$ cat src/rtl/pipe_stage_reg.sv
// pipe_stage_reg: DEPTH-slice pipeline register with valid, stall, flush and bubble ctrl zeroing
// Ports: clk/reset (sync, active-high); stall holds, flush bubbles all slices;
// valid_in/ctrl_in/data_in from upstream; valid_out/ctrl_out/data_out from last slice;
// occupancy = count of valid slices. Optional macro PIPE_STAGE_PERF_EN adds
// saturating stall_cycles and bubble_cycles counters.
module pipe_stage_reg #(
  parameter int DATA_W = 64,
  parameter int CTRL_W = 8,
  parameter int DEPTH = 1,
  localparam int OCC_W = $clog2(DEPTH + 1)
) (
  input  logic              clk,
  input  logic              reset,
  input  logic              stall,
  input  logic              flush,
  input  logic              valid_in,
  input  logic [CTRL_W-1:0] ctrl_in,
  input  logic [DATA_W-1:0] data_in,
  output logic              valid_out,
  output logic [CTRL_W-1:0] ctrl_out,
  output logic [DATA_W-1:0] data_out,
  output logic [OCC_W-1:0]  occupancy
`ifdef PIPE_STAGE_PERF_EN
  ,
  output logic [31:0]       stall_cycles,
  output logic [31:0]       bubble_cycles
`endif
);
  logic [DEPTH-1:0]  r_valid;
  logic [CTRL_W-1:0] r_ctrl [DEPTH];
  logic [DATA_W-1:0] r_data [DEPTH];
  logic [OCC_W-1:0]  r_occ;
  always_ff @(posedge clk) begin
    if (reset) begin
      r_valid <= '0;
      r_occ <= '0;
      for (int k = 0; k < DEPTH; k++) begin
        r_ctrl[k] <= '0;
        r_data[k] <= '0;
      end
    end else if (flush) begin
      r_valid <= '0;
      r_occ <= '0;
      for (int k = 0; k < DEPTH; k++) r_ctrl[k] <= '0;
    end else if (!stall) begin
      r_valid[0] <= valid_in;
      r_ctrl[0] <= valid_in ? ctrl_in : '0;
      r_data[0] <= data_in;
      for (int k = 1; k < DEPTH; k++) begin
        r_valid[k] <= r_valid[k-1];
        r_ctrl[k] <= r_ctrl[k-1];
        r_data[k] <= r_data[k-1];
      end
      r_occ <= r_occ - OCC_W'(r_valid[DEPTH-1]) + OCC_W'(valid_in);
    end
  end
  assign valid_out = r_valid[DEPTH-1];
  assign ctrl_out = r_ctrl[DEPTH-1];
  assign data_out = r_data[DEPTH-1];
  assign occupancy = r_occ;
`ifdef PIPE_STAGE_PERF_EN
  logic [31:0] r_stall_cnt;
  logic [31:0] r_bubble_cnt;
  always_ff @(posedge clk) begin
    if (reset) begin
      r_stall_cnt <= '0;
      r_bubble_cnt <= '0;
    end else begin
      if (stall && !flush && r_stall_cnt != 32'hFFFF_FFFF) r_stall_cnt <= r_stall_cnt + 32'd1;
      if (!r_valid[DEPTH-1] && r_bubble_cnt != 32'hFFFF_FFFF) r_bubble_cnt <= r_bubble_cnt + 32'd1;
    end
  end
  assign stall_cycles = r_stall_cnt;
  assign bubble_cycles = r_bubble_cnt;
`endif
endmodule

$ cat config.mk
export PLATFORM = sky130hd
export DESIGN_NAME = pipe_stage_reg
export DESIGN_NICKNAME = d
export VERILOG_FILES = /design/src/rtl/pipe_stage_reg.sv
export SDC_FILE = /design/constraint.sdc
export NUM_CORES = 1
export LEC_CHECK = 0
export CORE_MARGIN = 2
export CORE_UTILIZATION = 42
export CTS_CLUSTER_DIAMETER = 200
export DETAILED_ROUTE_END_ITERATION = 8
export GPL_TIMING_DRIVEN = 0
export PLACE_DENSITY = 0.91
export SYNTH_ARGS = -nofsm -noshare
export SYNTH_HDL_FRONTEND = slang
export SYNTH_SLANG_ARGS = --single-unit
$ cat constraint.sdc
create_clock -name clk -period 7.4 [get_ports clk]
set_clock_uncertainty 0.05 [all_clocks]
set_input_delay 1.11 -clock clk [delete_from_list [all_inputs] [get_ports clk]]
set_output_delay 1.11 -clock clk [all_outputs]
set_load 0.1 [all_outputs]
# Word-level counts from Yosys, hierarchy flattened
# Memories as Yosys holds them, arrays and structs flattened.
# Index checks and enable logic that the tools add are counted.
[totals]
reg_bits = 2
ramBits = 72
inputBits = 77
out_inout_bits = 74
elab_cells = 26
n_memories = 2
[op_classes]
addsub = 2
n_mux = 16
n_reduce_logical = 4
[memory_table]
columns = ["name", "depth", "width", "rd", "rd_ports_with_merged_regs", "write_ports", "line_no", "text"]
rows = [
  ["r_data", 1, 64, 1, 0, 1, "31", "logic [DATA_W-1:0] r_data [DEPTH];"],
  ["r_ctrl", 1, 8, 1, 0, 1, "30", "logic [CTRL_W-1:0] r_ctrl [DEPTH];"],
]
[ops]
columns = ["operator", "n"]
rows = [
  ["2-to-1 mux 64 bit", 1],
  ["OR reduction 64 bit", 1],
  ["2-to-1 mux 8 bit", 3],
  ["OR reduction 8 bit", 2],
  ["2-to-1 mux 1 bit", 12],
  ["OR reduction 2 bit", 1],
  ["adder 1 bit", 1],
  ["subtractor 1 bit", 1],
]

# Depth between registers and ports, before layout
# Gate-level depths: netlist (run 1).
[logic_depth]
depth_word = 6
depth_mapped = 3
depth_no_buf = 3

# Worst setup path before layout (run 1)
# Ideal clock, no wire load.
[synth_timing]
kind = "input -> register"
from = "input port stall"
to = "memory r_data[0][0], enable pin"
setup_ns = 0.499
t_arrival_ns = 4.100
required_time_ns = 6.851
path_slack_ns = 2.751
stages = 1
path_buffers = 0
cell_sequence = "o21bai_1"
[synth_via]
elab_chain_len = 6
[synth_rtl]
columns = ["item", "line_no", "text"]
rows = [
  ["start, declared", "14", "input logic stall,"],
  ["2-to-1 mux 1 bit *", "45", "end else if (!stall) begin"],
  ["2-to-1 mux 1 bit *", "41", "end else if (flush) begin"],
  ["2-to-1 mux 1 bit *", "34", "if (reset) begin"],
  ["2-to-1 mux 1 bit (implied by the code) *", "48", "r_data[0] <= data_in;"],
  ["OR reduction 64 bit (no source line)", "--", ""],
  ["2-to-1 mux 1 bit (no source line) *", "--", ""],
  ["end, declared", "31", ""],
]
# Every way passes the cells marked *; elsewhere a longest branch is shown, timed or not.

# Worst setup path in the final report (run 1)
[layout_timing]
from = "register r_valid, in the netlist valid_out"
to = "output port valid_out"
[layout_rtl]
columns = ["item", "line_no", "text"]
rows = [
  ["start, declared", "29", "logic [DEPTH-1:0] r_valid;"],
  ["start signal, assigned by index", "50", "r_valid[k] <= r_valid[k-1];"],
  ["end, declared", "19", "output logic valid_out,"],
]
# No word-level cell between the ends.

==> out/qor.csv, run 1 <==
stage,metric,value,unit
status,status,completed,
setup_path,Worst path max stage delay,1.15,ns
hold_path,Hold WC Path Type,flip-flop to flip-flop,
setup_path,WP data required,6.24,ns
placed_design,dpl hpwl,4570,um
clock_network,TritonCTS clock tree,built,
power_and_ir_drop,Tot Pwr,0.00119,W
timing,fin crit period,3.02,ns
drt,Pre-antenna DRT Iters,4,
drt,"antenna viol nets, final",0,
timing,Hold Worst Slack,0.442,ns
timing,setup TNS,0,ns
power_and_ir_drop,Peak supply drop,0.155,mV
timing,FMAX,331,MHz
yosys,yosys warns,0,
timing,max-slew violation count,0,
final_layout,Diodes inserted,0,
clock_network,number of H-tree levels,3,
placed_design,gpl congestion,0.745,
global_routing,largest net degree at the start of global routing,36,
die,Core Region,6350,um2
clock_network,clk sink count,74,
final_layout,Area Growth Syn to Fin,66.2,%
timing,relative slew slack,31.3,%
yosys,synthesized area,2770,um2
setup_path,Worst Path Arrival,1.86,ns
final_layout,most frequent cells in the layout,"150 x clkdlybuf4s50_1, 72 x and2_1, 72 x edfxtp_1",
yosys,Synthesized Nets,241,
yosys,mux cell area share after synthesis,0,%
setup_path,Worst Setup End Kind,output pin,
yosys,post-synthesis register bit count,74,
drt,Vias per Instance,4.60,
final_layout,share of cells above drive strength 1,6.97,%
yosys,Synth Area in Compound Gates,0.994,%
timing,setup violators final,0,
global_routing,GRT Overall Usage,16.9,%
power_and_ir_drop,Seq pwr share,42.2,%
global_routing,first-pass GRT wire length,9330,um
yosys,simple logic cell fraction of the synthesized area,18.1,%
timing,RSZ-0062 raised after global routing,no,
setup_path,Startpoint Class,flip-flop,
drt,DRC viols,0,
timing,period utilisation layout,40.8,%
clock_network,# resized after CTS,0,
die,die area,7260,um2
final_layout,Finished Cell Area,4600,um2
run,MaxCap Viol Count,0,
power_and_ir_drop,switching power,0.000415,W
clock_network,Clock Pin Slew Worst Setup and Hold Paths,0.07,ns
global_routing,grt total ovfl,0,
clock_network,CTS Buf Count,9,
die,I/O Pins,151,
timing,Final Hold Viols,0,
setup_path,"delay-heaviest family, CP",buffers and inverters,
setup_path,CP max FO,3,
power_and_ir_drop,Sw Share,35.0,%
final_layout,nets@finish,403,
power_and_ir_drop,Power Dens Cells,258,nW/um2
drt,DRT Wirelength,6090,um
yosys,syn avg cell area,16.9,um2
drt,drt wl/cell,15.0,um
global_routing,vias in the first global route,1898,
clock_network,hold buffer count at cts,0,
clock_network,CTS root buf,clkbuf_8,
power_and_ir_drop,Comb pwr share,30.3,%
yosys,Synth Instances,164,
clock_network,Post-CTS Setup Bufs,0,
global_routing,initial antenna violation count,0,
die,# rows,29,
clock_network,clock latency on the worst-skew pair,0.32,ns
setup_path,CP max stage cell,clkdlybuf4s50_1,
power_and_ir_drop,Clk network pwr share,27.5,%
setup_path,Bufs and invs on worst path,1,
clock_network,deepest clock path buffer count,2,
die,Die Ht,85.2,um
placed_design,placed instance area,4400,um2
setup_path,Setup CP Type,flip-flop to output pin,
timing,worst slew pin tran,1.03,ns
die,initial core utilization,43.6,%
die,die width,85.2,um
yosys,Post-Synth Adder-Cell Area,0,%
final_layout,"most common cell after layout, fill and taps aside",clkdlybuf4s50_1,
drt,via count,1872,
yosys,Post-Synth XOR/XNOR Area,0.316,%
yosys,"Seq/Total Area, Yosys",79.5,%
power_and_ir_drop,Leak,1.71,nW
placed_design,port bufs,150,
yosys,Cell variety after synth,15,
power_and_ir_drop,Int Power,0.000772,W
yosys,main combinational cell family by area after synthesis,simple AND/OR/NAND/NOR gates,
setup_path,CP Cell Sequence,clkdlybuf4s50_1,
drt,initial drt markers,60,
==> power by group through the flow <==
stage | Sequential, W | Combinational, W | Clock (W)
after floorplan | 0.000747 | 0.0000176 | 0
after global placement | 0.000512 | 0.000356 | 0
after detailed placement | 0.000511 | 0.000361 | 0
after CTS | 0.000502 | 0.000361 | 0.000333
after global routing | 0.000504 | 0.000368 | 0.000353
final | 0.000502 | 0.000359 | 0.000327
==> registers in the layout (all words and copies together) (netlist names) <==
name / flops
valid_out: 1
r_ctrl: 8
r_data: 64
occupancy: 1
==> synthesized netlist by cell type <==
| library cell | instances | share of area (%) |
|---|---|---|
| nor3_2 | 1 | 0.36 |
| o21ai_0 | 1 | 0.18 |
| nand2b_1 | 1 | 0.23 |
| nor3_4 | 1 | 0.59 |
| xnor2_1 | 1 | 0.32 |
| nand2_1 | 2 | 0.27 |
| nor2_1 | 1 | 0.14 |
| and2_1 | 72 | 16 |
| edfxtp_1 | 72 | 78 |
| or3_1 | 1 | 0.23 |
| dfxtp_1 | 2 | 1.4 |
| a21boi_1 | 1 | 0.27 |
| o21bai_1 | 1 | 0.27 |
| clkbuf_2 | 6 | 1.1 |
| a21boi_0 | 1 | 0.27 |
==> final timing paths <==
path	start	end	slack, ns	depth (start not counted)
worst min-delay path	occupancy$_SDFFE_PP0N_	occupancy$_SDFFE_PP0N_	0.44	2
worst min register to register	occupancy$_SDFFE_PP0N_	occupancy$_SDFFE_PP0N_	0.44	2
worst max register to register	valid_out$_SDFFE_PP0N_	occupancy$_SDFFE_PP0N_	6.37	3
worst max-delay path	valid_out$_SDFFE_PP0N_	valid_out	4.38	1
==> logic make-up after synthesis <==
group / after synthesis
AO/OA/AOI/OAI: 4
AND/OR/NAND/NOR: 79
buffers and inverters: 6
XOR/XNOR: 1
flip-flops: 74
==> layout make-up <==
| class | count | area, um2 |
|---|---|---|
| plain buffers | 6 | 30.0 |
| repair buffers | 151 | 1520 |
| clock buffers | 9 | 124 |
| flip-flops and latches | 74 | 2200 |
| clock inverters | 6 | 81.3 |
| well taps | 77 | 96.3 |
| multi-input cells | 84 | 548 |
| fillers | 431 | 1750 |
==> metrics by stage <==
| stage | instances | worst slack [ns] | util [%] |
|---|---|---|---|
| CTS | 407 | 4.36 | 72.5 |
| detailed placement | 392 | 4.20 | 69.3 |
| floorplan | 164 | 2.75 | - |
| global placement | 391 | 1.17 | 68.8 |
| global route | 407 | 4.33 | 72.5 |
| finish | 407 | 4.38 | 72.5 |
==> metal layers <==
| layer | GRT usage [%] | routed length (um) |
|---|---|---|
| met3 | 4.67 | 514 |
| met4 | 6.64 | 80 |
| met5 | 0 | 0 |
| met2 | 29.4 | 3210 |
| met1 | 19.7 | 2290 |
Power figures use the tool's default switching activity.
==> run 2: changes to the inputs <==
--- a/config.mk
+++ b/config.mk
@@ -6,11 +6,11 @@
 export NUM_CORES = 1
 export LEC_CHECK = 0
 export CORE_MARGIN = 2
-export CORE_UTILIZATION = 42
+export CORE_UTILIZATION = 39
 export CTS_CLUSTER_DIAMETER = 200
 export DETAILED_ROUTE_END_ITERATION = 8
 export GPL_TIMING_DRIVEN = 0
-export PLACE_DENSITY = 0.91
+export PLACE_DENSITY = 0.86
 export SYNTH_ARGS = -nofsm -noshare
 export SYNTH_HDL_FRONTEND = slang
 export SYNTH_SLANG_ARGS = --single-unit
==> constraint.sdc (replaced) <==
create_clock -name clk -period 3.1 [get_ports clk]
set_clock_uncertainty 0.05 [all_clocks]
set_input_delay 0.465 -clock clk [delete_from_list [all_inputs] [get_ports clk]]
set_output_delay 0.465 -clock clk [all_outputs]
set_load 0.1 [all_outputs]
==> out/qor.csv, run 2 (synthesis gave the netlist of run 1 again) <==
stage,metric,value,unit,change
status,status,completed,,
clock_network,clock latency on the worst-skew pair,0.32,ns,about the same
drt,DRC viols,0,,unchanged
die,initial core utilization,40.5,%,-3.1 points
timing,period utilisation layout,76.9,%,
setup_path,WP data required,2.58,ns,-3.66 ns
setup_path,Worst Path Arrival,1.87,ns,about the same
drt,"antenna viol nets, final",0,,unchanged
clock_network,deepest clock path buffer count,2,,unchanged
die,Die Ht,88.3,um,+3.6%
hold_path,HP Start,occupancy$_SDFFE_PP0N_,,
global_routing,grt total ovfl,0,,unchanged
final_layout,Area Growth Syn to Fin,68.1,%,
die,# rows,30,,+3.4%
clock_network,TritonCTS clock tree,built,,
setup_path,reg2reg path depth,3,,unchanged
drt,Vias per Instance,4.36,,-5.2%
setup_path,CP max stage cell,clkdlybuf4s50_1,,
clock_network,number of H-tree levels,3,,unchanged
global_routing,met2 usage,30.0,%,+0.60 points
timing,FMAX,419,MHz,
global_routing,vias in the first global route,1991,,+4.9%
power_and_ir_drop,Leak,1.72,nW,+0.69%
final_layout,Largest register FFs,64,,unchanged
final_layout,most frequent cells in the layout,"150 x clkdlybuf4s50_1, 72 x and2_1, 72 x edfxtp_1",,
final_layout,"most common cell after layout, fill and taps aside",clkdlybuf4s50_1,,
final_layout,share of cells above drive strength 1,7.27,%,+0.30 points
final_layout,Reg with most FFs,r_data,,
clock_network,clk sink count,74,,unchanged
drt,via count,1857,,-0.80%
hold_path,Hold Path Cell Cnt,2,,unchanged
timing,fin crit period,2.38,ns,
timing,worst slew pin tran,1.04,ns,+0.0152 ns
setup_path,CP Cell Sequence,clkdlybuf4s50_1,,
die,die width,88.3,um,+3.6%
clock_network,hold buffer count at cts,0,,unchanged
timing,RSZ-0062 raised after global routing,no,,
timing,Final Hold Viols,0,,unchanged
power_and_ir_drop,Peak supply drop,0.319,mV,+110%
final_layout,FILL cells,478,,+11%
setup_path,Bufs and invs on worst path,1,,unchanged
global_routing,GRT met3 Usage,6.90,%,+2.2 points
setup_path,Worst Setup End Kind,output pin,,
placed_design,placed instance area,4420,um2,+0.54%
final_layout,register area,2200,um2,unchanged
hold_path,WHS Endpoint,occupancy$_SDFFE_PP0N_,,
timing,setup violators final,0,,unchanged
setup_path,reg2reg start,valid_out$_SDFFE_PP0N_,,
placed_design,dpl hpwl,4950,um,+8.3%
clock_network,Clock Pin Slew Worst Setup and Hold Paths,0.07,ns,about the same
setup_path,Worst path max stage delay,1.16,ns,about the same
timing,relative slew slack,30.3,%,-1.0 points
final_layout,nets@finish,403,,unchanged
setup_path,Worst R2R Setup Slack,2.06,ns,-4.31 ns
global_routing,first-pass GRT wire length,9820,um,+5.3%
hold_path,Hold WC Path Type,flip-flop to flip-flop,,
global_routing,global route hottest layer,met2,,
clock_network,# resized after CTS,0,,unchanged
placed_design,port bufs,150,,unchanged
clock_network,Post-CTS Setup Bufs,0,,unchanged
placed_design,gpl congestion,0.696,,-6.6%
final_layout,Diodes inserted,0,,unchanged
die,Core Region,6830,um2,+7.6%
timing,max-slew violation count,0,,unchanged
clock_network,CTS Buf Count,9,,unchanged
clock_network,CTS root buf,clkbuf_8,,
setup_path,Reg-to-Reg End,occupancy$_SDFFE_PP0N_,,
setup_path,"delay-heaviest family, CP",buffers and inverters,,
setup_path,CP max FO,3,,unchanged
die,die area,7790,um2,+7.3%
global_routing,initial antenna violation count,0,,unchanged
drt,initial drt markers,85,,+42%
global_routing,largest net degree at the start of global routing,35,,-2.8%
global_routing,met1 Use GR,19.8,%,+0.027 points
drt,DRT Wirelength,6550,um,+7.6%
setup_path,Startpoint Class,flip-flop,,
global_routing,GRT Overall Usage,17.1,%,+0.22 points
run,MaxCap Viol Count,0,,unchanged
drt,drt wl/cell,15.4,um,+2.8%
setup_path,Setup CP Type,flip-flop to output pin,,
final_layout,biggest regs,"r_data x64, r_ctrl x8",,
final_layout,Finished Cell Area,4650,um2,+1.1%
timing,Hold Worst Slack,0.453,ns,+0.0104 ns
drt,Pre-antenna DRT Iters,4,,unchanged
final_layout,area of the multi-input gates,548,um2,unchanged
die,I/O Pins,151,,unchanged
power_and_ir_drop,Power Dens Cells,629,nW/um2,+140%
[run 2: cell count changes in the layout (fill, tap and decap cells not counted), sizes merged]
cell	previous run	this run
bufinv	2	3
clkbuf	15	16
clkinv	3	2
inv	1	0
[run 2: worst max-delay path by stage]
stage / startpoint / end / slack (ns) / depth (start not counted)
after detailed placement: stall / r_data[0][27]$_SDFFCE_PN0P_ / 0.53 / 3
after global routing: valid_out$_SDFFE_PP0N_ / valid_out / 0.64 / 1
after global placement: stall / r_data[0][21]$_SDFFCE_PN0P_ / -0.72 / 2
after CTS: valid_out$_SDFFE_PP0N_ / valid_out / 0.70 / 1
after floorplan: stall / r_data[0][0]$_SDFFCE_PN0P_ / 0.46 / 1
final: valid_out$_SDFFE_PP0N_ / valid_out / 0.72 / 1
[run 2: layout make-up]
class                      instances  share of cell area (%)
clock inverter                     5                    2.23
timing repair buffer             151                    32.7
tap                               96                    2.58
clock buffer                      10                    2.74
buffer                             6                   0.645
sequential                        74                    47.3
multi-input combinational         84                    11.8
[run 2: metrics by stage]
step	setup slack (ns)	utilization, %	instances	total power, W	setup TNS, ns
floorplan	0.463	-	164	0.00182	0
global placement	-0.723	64.3	410	0.00207	-46.12
detailed placement	0.531	64.7	411	0.00209	0
CTS	0.700	68.1	426	0.00295	0
global route	0.644	68.1	426	0.00303	0
finish	0.716	68.1	426	0.00293	0
[run 2: metal layers]
metal  up-vias  wire length, um
met2       105             3350
met3         7              595
met1       849             2560
met5         -                0
met4         0               55
li1        896                -
[run 2: where the power goes]
part           internal [W]  switching (W)
Combinational      0.000222       0.000639
Sequential          0.00118      0.0000219
Clock              0.000531       0.000337
Total               0.00193       0.000997
[run 2: worst min-delay path: cells and delay by family, from the launching register on]
| family | cells | cell delay [ns] |
|---|---|---|
| compound gates | 2 | 0.13 |
| flops | 1 | 0.33 |
